===== src/rtl/vmac_pkg.sv =====
`default_nettype none
// ============================================================================
//  Module      : vmac_pkg
//  Description : Shared constants, sequencer state encoding and lane slice
//                helpers for the 4-lane 16x16+32 vector MAC sequencer.
//  Revision    : 1.0 - initial release
// ============================================================================
package vmac_pkg;

    // Datapath geometry
    localparam int LANES = 4;    // vector lanes
    localparam int EW    = 16;   // operand element width
    localparam int AW    = 32;   // accumulator width per lane
    localparam int LW    = 8;    // command length width

    // Sequencer states
    typedef enum logic [1:0] {
        ST_IDLE  = 2'd0,
        ST_ISSUE = 2'd1,
        ST_WAIT  = 2'd2,
        ST_DONE  = 2'd3
    } state_t;

    // Extract accumulator lane idx from a packed {lane3..lane0} vector
    function automatic logic [AW-1:0] acc_lane(input logic [LANES*AW-1:0] vec,
                                               input int unsigned         idx);
        return vec[idx*AW +: AW];
    endfunction

    // Extract operand lane idx from a packed {x3..x0} vector
    function automatic logic [EW-1:0] op_lane(input logic [LANES*EW-1:0] vec,
                                              input int unsigned         idx);
        return vec[idx*EW +: EW];
    endfunction

endpackage
`default_nettype wire


===== src/rtl/vmac_mask_merge.sv =====
`default_nettype none
// ============================================================================
//  Module      : vmac_mask_merge
//  Description : Per-lane select between the MAC result and the current
//                accumulator. Disabled lanes keep their accumulator so they
//                finish holding c_init whatever the MAC drives for them.
//  Revision    : 1.0 - initial release
// ============================================================================
module vmac_mask_merge
    import vmac_pkg::*;
(
    input  logic [LANES-1:0]    mask,     // latched lane enables
    input  logic [LANES*AW-1:0] acc,      // current accumulators
    input  logic [LANES*AW-1:0] y,        // MAC result vector
    output logic [LANES*AW-1:0] merged    // next accumulators
);

    for (genvar i = 0; i < LANES; i++) begin : g_lane
        assign merged[i*AW +: AW] = mask[i] ? acc_lane(y, i) : acc_lane(acc, i);
    end

endmodule
`default_nettype wire


===== src/rtl/vmac_accum_seq.sv =====
`default_nettype none
// ============================================================================
//  Module      : vmac_accum_seq
//  Description : Command sequencer for the 4-lane vector MAC. Accepts one
//                K-beat accumulation command at a time, streams each operand
//                beat straight through to the MAC, folds each MAC result back
//                into the accumulator and returns the final vector.
//  Revision    : 1.0 - initial release
// ============================================================================
module vmac_accum_seq
    import vmac_pkg::*;
(
    input  logic                clk,
    input  logic                rst,            // synchronous, active-low

    // Command stream
    input  logic                cmd_valid,
    output logic                cmd_ready,
    input  logic [LW-1:0]       cmd_len,
    input  logic                cmd_signed,
    input  logic [LANES-1:0]    cmd_mask,
    input  logic [LANES*AW-1:0] cmd_c_init,

    // Operand stream
    input  logic                op_valid,
    output logic                op_ready,
    input  logic [LANES*EW-1:0] op_a,
    input  logic [LANES*EW-1:0] op_b,

    // MAC request side
    output logic                mac_in_valid,
    input  logic                mac_in_ready,
    output logic [LANES*EW-1:0] mac_a_vec,
    output logic [LANES*EW-1:0] mac_b_vec,
    output logic [LANES*AW-1:0] mac_c_vec,
    output logic [LANES-1:0]    mac_lane_mask,
    output logic                mac_op_signed,

    // MAC response side
    input  logic                mac_out_valid,
    output logic                mac_out_ready,
    input  logic [LANES*AW-1:0] mac_y_vec,

    // Result stream
    output logic                res_valid,
    input  logic                res_ready,
    output logic [LANES*AW-1:0] res_y,
    output logic [LW-1:0]       res_beats,

    output logic                busy
);

    // ------------------------------------------------------------------
    // State and latched command configuration
    // ------------------------------------------------------------------
    state_t                r_state;
    logic [LANES*AW-1:0]   r_acc;         // running accumulators
    logic [LW-1:0]         r_cnt;         // beats still to retire
    logic [LW-1:0]         r_len;         // beats requested by command
    logic                  r_signed;
    logic [LANES-1:0]      r_mask;

    // Registered handshake / status outputs
    logic                  r_cmd_ready;
    logic                  r_busy;
    logic                  r_mac_out_ready;
    logic                  r_res_valid;

    // Combinational helpers
    logic                  w_in_issue;
    logic                  w_cmd_fire;
    logic                  w_op_fire;
    logic                  w_mac_ret;
    logic                  w_res_fire;
    logic                  w_last_beat;
    logic [LANES*AW-1:0]   w_acc_merged;

    assign w_in_issue  = (r_state == ST_ISSUE);
    assign w_cmd_fire  = cmd_valid & r_cmd_ready;
    // Operands are never buffered: a beat is consumed exactly when the MAC takes it
    assign w_op_fire   = w_in_issue & op_valid & mac_in_ready;
    // MAC results are only consumed while waiting; stray out_valid elsewhere is ignored
    assign w_mac_ret   = r_mac_out_ready & mac_out_valid;
    assign w_res_fire  = r_res_valid & res_ready;
    assign w_last_beat = (r_cnt == LW'(1));

    // ------------------------------------------------------------------
    // Lane-masked write-back of the MAC result
    // ------------------------------------------------------------------
    vmac_mask_merge u_mask_merge (
        .mask   (r_mask),
        .acc    (r_acc),
        .y      (mac_y_vec),
        .merged (w_acc_merged)
    );

    // ------------------------------------------------------------------
    // Output wiring
    // ------------------------------------------------------------------
    assign cmd_ready     = r_cmd_ready;
    assign busy          = r_busy;

    assign mac_in_valid  = w_in_issue & op_valid;
    assign op_ready      = w_in_issue & mac_in_ready;
    assign mac_a_vec     = op_a;
    assign mac_b_vec     = op_b;
    assign mac_c_vec     = r_acc;
    assign mac_lane_mask = r_mask;
    assign mac_op_signed = r_signed;

    assign mac_out_ready = r_mac_out_ready;

    assign res_valid     = r_res_valid;
    assign res_y         = r_acc;
    assign res_beats     = r_len;

    // ------------------------------------------------------------------
    // Sequencer FSM: state, accumulators, beat counter and registered flags
    // ------------------------------------------------------------------
    always_ff @(posedge clk) begin
        if (!rst) begin
            r_state         <= ST_IDLE;
            r_acc           <= '0;
            r_cnt           <= '0;
            r_len           <= '0;
            r_signed        <= 1'b0;
            r_mask          <= '0;
            r_cmd_ready     <= 1'b1;
            r_busy          <= 1'b0;
            r_mac_out_ready <= 1'b0;
            r_res_valid     <= 1'b0;
        end else begin
            case (r_state)
                ST_IDLE: begin
                    if (w_cmd_fire) begin
                        r_len       <= cmd_len;
                        r_cnt       <= cmd_len;
                        r_signed    <= cmd_signed;
                        r_mask      <= cmd_mask;
                        r_acc       <= cmd_c_init;
                        r_cmd_ready <= 1'b0;
                        r_busy      <= 1'b1;
                        // A zero-length command completes without touching the MAC
                        if (cmd_len != '0) begin
                            r_state     <= ST_ISSUE;
                        end else begin
                            r_state     <= ST_DONE;
                            r_res_valid <= 1'b1;
                        end
                    end
                end

                ST_ISSUE: begin
                    if (w_op_fire) begin
                        r_state         <= ST_WAIT;
                        r_mac_out_ready <= 1'b1;
                    end
                end

                ST_WAIT: begin
                    if (w_mac_ret) begin
                        r_acc           <= w_acc_merged;
                        r_cnt           <= r_cnt - LW'(1);
                        r_mac_out_ready <= 1'b0;
                        if (w_last_beat) begin
                            r_state     <= ST_DONE;
                            r_res_valid <= 1'b1;
                        end else begin
                            r_state     <= ST_ISSUE;
                        end
                    end
                end

                ST_DONE: begin
                    // Result retires here; a command offered in the same cycle
                    // is taken on the following cycle from IDLE
                    if (w_res_fire) begin
                        r_state     <= ST_IDLE;
                        r_res_valid <= 1'b0;
                        r_cmd_ready <= 1'b1;
                        r_busy      <= 1'b0;
                    end
                end

                default: begin
                    r_state         <= ST_IDLE;
                    r_cmd_ready     <= 1'b1;
                    r_busy          <= 1'b0;
                    r_mac_out_ready <= 1'b0;
                    r_res_valid     <= 1'b0;
                end
            endcase
        end
    end

endmodule
`default_nettype wire


===== config.mk =====
export PLATFORM = sky130hd
export DESIGN_NAME = vmac_accum_seq
export DESIGN_NICKNAME = d
export VERILOG_FILES = /design/src/rtl/vmac_pkg.sv /design/src/rtl/vmac_mask_merge.sv /design/src/rtl/vmac_accum_seq.sv
export SDC_FILE = /design/constraint.sdc
export NUM_CORES = 1
export LEC_CHECK = 0
export CORE_AREA = 2 2 315 317
export CTS_BUF_LIST = sky130_fd_sc_hd__clkbuf_4 sky130_fd_sc_hd__clkbuf_8
export DETAILED_ROUTE_END_ITERATION = 8
export DIE_AREA = 0 0 317 319
export SLEW_MARGIN = 30
export SYNTH_ARGS = -nofsm -noshare
export SYNTH_HDL_FRONTEND = slang
export SYNTH_HIERARCHICAL = 1
export SYNTH_SLANG_ARGS = --single-unit

===== constraint.sdc =====
create_clock -name clk -period 1.75 [get_ports clk]
set_input_delay 0.175 -clock clk [delete_from_list [all_inputs] [get_ports clk]]
set_output_delay 0.175 -clock clk [all_outputs]
set_load 0.01 [all_outputs]

# [Word-level counts from Yosys, hierarchy flattened]
# Index checks and enable logic that the tools add are counted.
[word_totals] regBits=155 out_inout_bits=403
[op_classes] n_eq_ne=14 n_mux=31 reduce_logical=16 n_addsub=1 bitwise_logic=6
[ops] operator="$mux 128" n=2
[ops] operator="$pmux 128 s2" n=1
[ops] operator="$mux 32" n=4
[ops] operator="$reduce_and 4->1" n=5
[ops] operator="$ne 2x2->1 const B" n=9
[ops] operator="$mux 8" n=2
[ops] operator="$pmux 8 s2" n=1
[ops] operator="$mux 2" n=6
[ops] operator="$mux 1" n=10
[ops] operator="$reduce_and 3->1" n=3
[ops] operator="$eq 8x1->1 const B" n=1
[ops] operator="$pmux 2 s4" n=1
[ops] operator="$reduce_bool 8->1" n=1
[ops] operator="$sub 8x1->8 const B" n=1
[ops] operator="$and 1x1->1" n=6
[ops] operator="$pmux 1 s2" n=3
[ops] operator="$reduce_and 6->1" n=1
[ops] operator="$reduce_bool 2->1" n=3
[ops] operator="$eq 2x2->1 const B" n=2
[ops] operator="$pmux 1 s3" n=1
[ops] operator="$reduce_bool 3->1" n=1
[ops] operator="$eq 2x1->1 const B" n=1
[ops] operator="$logic_not 2->1" n=1
[ops] operator="$ne 2x1->1 const B" n=1
[ops] operator="$reduce_and 2->1" n=1

# [Logic depth before layout (Yosys ltp)]
[logic_depth] depth_word=5 mapped_depth=8 depth_no_buf=6

# [Cells and area by module]
# Netlist, hierarchy kept.
[modules_own_cells] mod="vmac_accum_seq" area_per_inst_um2=9160.0 seq_area_each_um2=3103.0 n_inst=1 cells_each=1139
[modules_own_cells] mod="vmac_mask_merge" area_per_inst_um2=2177.1 seq_area_each_um2=0.0 n_inst=1 cells_each=144

# [Worst setup path after synthesis]
# Ideal clock, no wire load.
[synth_path] kind="reg2reg" from="register r_state[0]" to="register r_acc[35], in the netlist mac_c_vec[35]" setup_time_ns=0.116 stages_incl_launch_ff=9 n_path_buf=4 setup_slack_ns=0.292 t_required_ns=1.634 arrival_time_ns=1.342 cell_sequence="dfxtp_1 -> buf_4 -> nand2b_1 -> buf_2 -> o21ai_2 -> buf_4 -> buf_6 -> nand3_1 -> o211a_1"
[synth_via] elab_chain_cells=3 word_cells_on_any_way=8 cone_classes="eq/ne (4); mux (1); reduce/logical (3)"
[synth_rtl] element="start: declaration" line="vmac_accum_seq.sv:56" source="state_t r_state;"
[synth_rtl] element="start signal: assignment" line="vmac_accum_seq.sv:122" source="r_state <= ST_IDLE;"
[synth_rtl] element="start signal: assignment" line="vmac_accum_seq.sv:145" source="r_state <= ST_ISSUE;"
[synth_rtl] element="start signal: assignment" line="vmac_accum_seq.sv:147" source="r_state <= ST_DONE;"
[synth_rtl] element="$eq 2x2->1 / $logic_not 2->1 (equally long branches)" line="vmac_accum_seq.sv:133" source="case (r_state)"
[synth_rtl] element="$ne 2x2->1 (no source line) / $reduce_bool 2->1 (equally long branches)"
[synth_rtl] element="$reduce_and 4->1 (no source line)"
[synth_rtl] element="end signal: assignment" line="vmac_accum_seq.sv:140" source="r_acc <= cmd_c_init;"
[synth_rtl] element="end signal: assignment" line="vmac_accum_seq.sv:162" source="r_acc <= w_acc_merged;"
[synth_rtl] element="end: declaration" line="vmac_accum_seq.sv:57" source="logic [LANES*AW-1:0] r_acc;"
# Parallel ways exist; a longest one is shown, timed or not.
# A chain may end at the register's enable or synchronous reset.

# [Final worst setup path]
[layout_path] from="register r_state[0]" to="register r_acc[110], in the netlist mac_c_vec[110]"
# The elaborated chain is that of the path after synthesis.

==> metrics.csv <==
stage;metric;value;unit
global_route;Global Route Usage Sum;0.1132;
layout;layout cells sized above 1;0.2419;
setup_path;Worst Setup End Kind;flop;
place;port bufs;550;
clock_network;clock slew at reported path FFs;0.12;ns
route;1st-pass router iterations;6;
power_and_ir_drop;P per Cell Area;710.7;nW/um^2
route;DRC;0;
sta;final setup fails;0;
clock_network;H-Tree Depth;4;
route;DRT iter0 DRCs;484;
layout;fin util;0.1748;
sta;Max transition margin;0.6633;
setup_path;CP Data Arrival Time;2.19;ns
power_and_ir_drop;leakage power;8.432;nW
logic_synthesis;synthesis warning total;6;
power_and_ir_drop;Power, Total;0.01214;W
place;hpwl dp;46850;um
power_and_ir_drop;worst vdd ir;502.0;uV
global_route;initial antenna violation count;6;
min_path;worst hold path class;in2reg;
logic_synthesis;Seq/Total Area, Yosys;0.2737;
setup_path;critical path's largest stage delay;0.37;ns
global_route;grt ovf;0;
place;Final Wtd Congestion;0.8193;
global_route;number of global-route vias before repair;9780;
setup_path;critical path required time;2.24;ns
layout;final std cells w/o fill;2888;
logic_synthesis;ys async rst share;0;
route;DR WL/cell;20.71;um
clock_network;clock latency on the worst-skew pair;0.59;ns
route;vias;10210;
sta;pin slew with the least headroom to its limit;0.5051;ns
logic_synthesis;Syn Std Cell Area;11340;sq um
die;num ports;807;
sta;skew final;0.02707;ns
logic_synthesis;synthesis-stage register bit count;155;
die;Starting Density;0.1160;
logic_synthesis;mean post-synth cell area;8.836;sq um
logic_synthesis;Netlist cell types;40;
outcome;status;complete, no violations;
die;Die X-Extent;317;um
place;DP Cell Count;2838;
clock_network;clk sink count;155;
global_route;largest net degree at the start of global routing;75;
sta;total negative slack;0;ns
sta;WHS;0.1293;ns
layout;Total Nets Final;1989;
logic_synthesis;Post-synth EDFFs;0;
sta;fin crit period;1.704;ns
sta;FMAX;0.5870;GHz
die;Die Y;319;um
die;row cnt;115;
die;DIE AREA;101100;sq um
run;Max-Cap Viols;0;
logic_synthesis;Cells after Synth;1283;
route;Post-DRT Antenna Nets;0;
setup_path;Crit Path Class;reg2reg;
sta;Final period util;0.9735;
logic_synthesis;ys flop type;dfxtp_1;
clock_network;CTS Buffer Depth;2;
setup_path;crit-path cells;buf_6 > nand2b_4 > o21ai_4 > buf_12 > buf_16 > nand3_1 > o211a_1;
die;core area;97700;sq um
clock_network;number of buffers created by CTS;17;
sta;Hold Vio Cnt, Final;0;
route;routed wire length;59820;um
setup_path;Critical Path Start Type;flop;
setup_path;CP max-delay cell;dfxtp_4;
clock_network;CTS tree;done;
clock_network;Root Buffer;clkbuf_8;
layout;Area Growth Syn to Fin;50.65;%
setup_path;crit-path max FO;34;
route;vias per cell;3.536;
global_route;first-pass GRT wire length;78510;um
sta;RSZ-0062 raised after global routing;true;
logic_synthesis;Synthesized Nets;1689;
sta;Slew Viols, Final;0;
[cell families after synthesis]
logic type,share of synthesized area
flops,0.2737
compound gates,0.1450
mux,0.1669
simple gates,0.1718
fa+ha+maj,0.002207
buf+inv,0.2404
[final cells by class]
type / instances / area (sq um)
well taps: 1287 / 1610
inverters: 6 / 22.52
flip-flops and latches: 155 / 3306
clock buffers: 17 / 234.0
repair buffers: 636 / 6172
multi-input cells: 767 / 5592
fillers: 11050 / 80620
clock inverters: 15 / 130.1
diodes: 5 / 12.51
[per-stage QoR]
stage	instance area (sq um)	setup slack (ns)
after global routing	17070	-0.05275
final	17080	0.04633
after global placement	16550	-0.1972
after detailed placement	16550	-0.1503
after floorplan	11340	0.2921
after CTS	16980	0.002016
[layer usage]
metal	GRT usage	wire length [um]	up-vias	part of all wire
li1	-	-	4757	-
met1	0.1288	24060	4793	0.40
met3	0.05443	6640	97	0.11
met4	0.04434	1805	4	0.030
met2	0.1804	27220	562	0.46
met5	0.005319	96	-	0.0016
[cells in the mapped netlist (all sizes together) (3+ instances only)]
cell    count  area, sq um
and3        4        25.02
nor2        6        22.52
a31oi       3        18.77
o21ai      14        73.82
buf       325         2590
dfxtp     155         3103
nor4        3        18.77
a21boi     18        135.1
nor3b       4        30.03
nand2     289         1085
nand3     137        685.7
mux2      128         1892
a21oi       6        30.03
o211a     128         1281
inv         6        22.52
nor2b       3        18.77
clkbuf     30        112.6
o21a        3        22.52
o211ai      3        22.52
[state kept, by name, indices dropped and copies added, names as in the netlist]
signal         count
busy               1
cmd_ready          1
mac_c_vec        128
mac_lane_mask      4
mac_op_signed      1
mac_out_ready      1
r_cnt              8
r_state            2
res_beats          8
res_valid          1
[power breakdown]
| part | switching (W) | internal, W |
|---|---|---|
| registers | 0.000517 | 0.00399 |
| logic | 0.00214 | 0.00258 |
| clock network | 0.00188 | 0.00103 |
[cell usage in the layout (no fill, tap or decap), drive strengths merged, types with 6 or more instances in the layout]
| master | n |
|---|---|
| nand3 | 137 |
| inv | 14 |
| mux2 | 128 |
| dfxtp | 155 |
| o211a | 128 |
| clkdlybuf4s15 | 18 |
| a21oi | 6 |
| nand2 | 289 |
| a21boi | 18 |
| nor2 | 6 |
| clkinv | 6 |
| clkbuf | 18 |
| dlygate4sd2 | 246 |
| clkdlybuf4s50 | 274 |
| o21ai | 14 |
| buf | 94 |
[worst max-delay path: cells and delay by family, from the launching register on]
| kind | cells | cell delay (ns) |
|---|---|---|
| compound gates | 2 | 0.34 |
| flops | 1 | 0.37 |
| buf+inv | 3 | 0.54 |
| simple gates | 2 | 0.29 |
[timing repair]
item / CTS / global route
buffers inserted: 9 / 0
hold buffers: 1 / 0
endpoints found under the hold margin: 27 / 0
cloned: 2 / 1
gates resized for setup: 433 / 11
endpoints found under the setup margin: 267 / 106
[final timing paths]
check / from / endpoint / slack (ns) / depth (start not counted)
worst max-delay path: r_state[0] / mac_c_vec[110] / 0.05 / 7
worst min-delay path: cmd_signed / mac_op_signed / 0.13 / 3
worst max register to register: r_state[0] / mac_c_vec[110] / 0.05 / 7
worst min register to register: mac_op_signed / mac_op_signed / 0.48 / 2
Note: power is estimated with default switching activity, not from simulation.
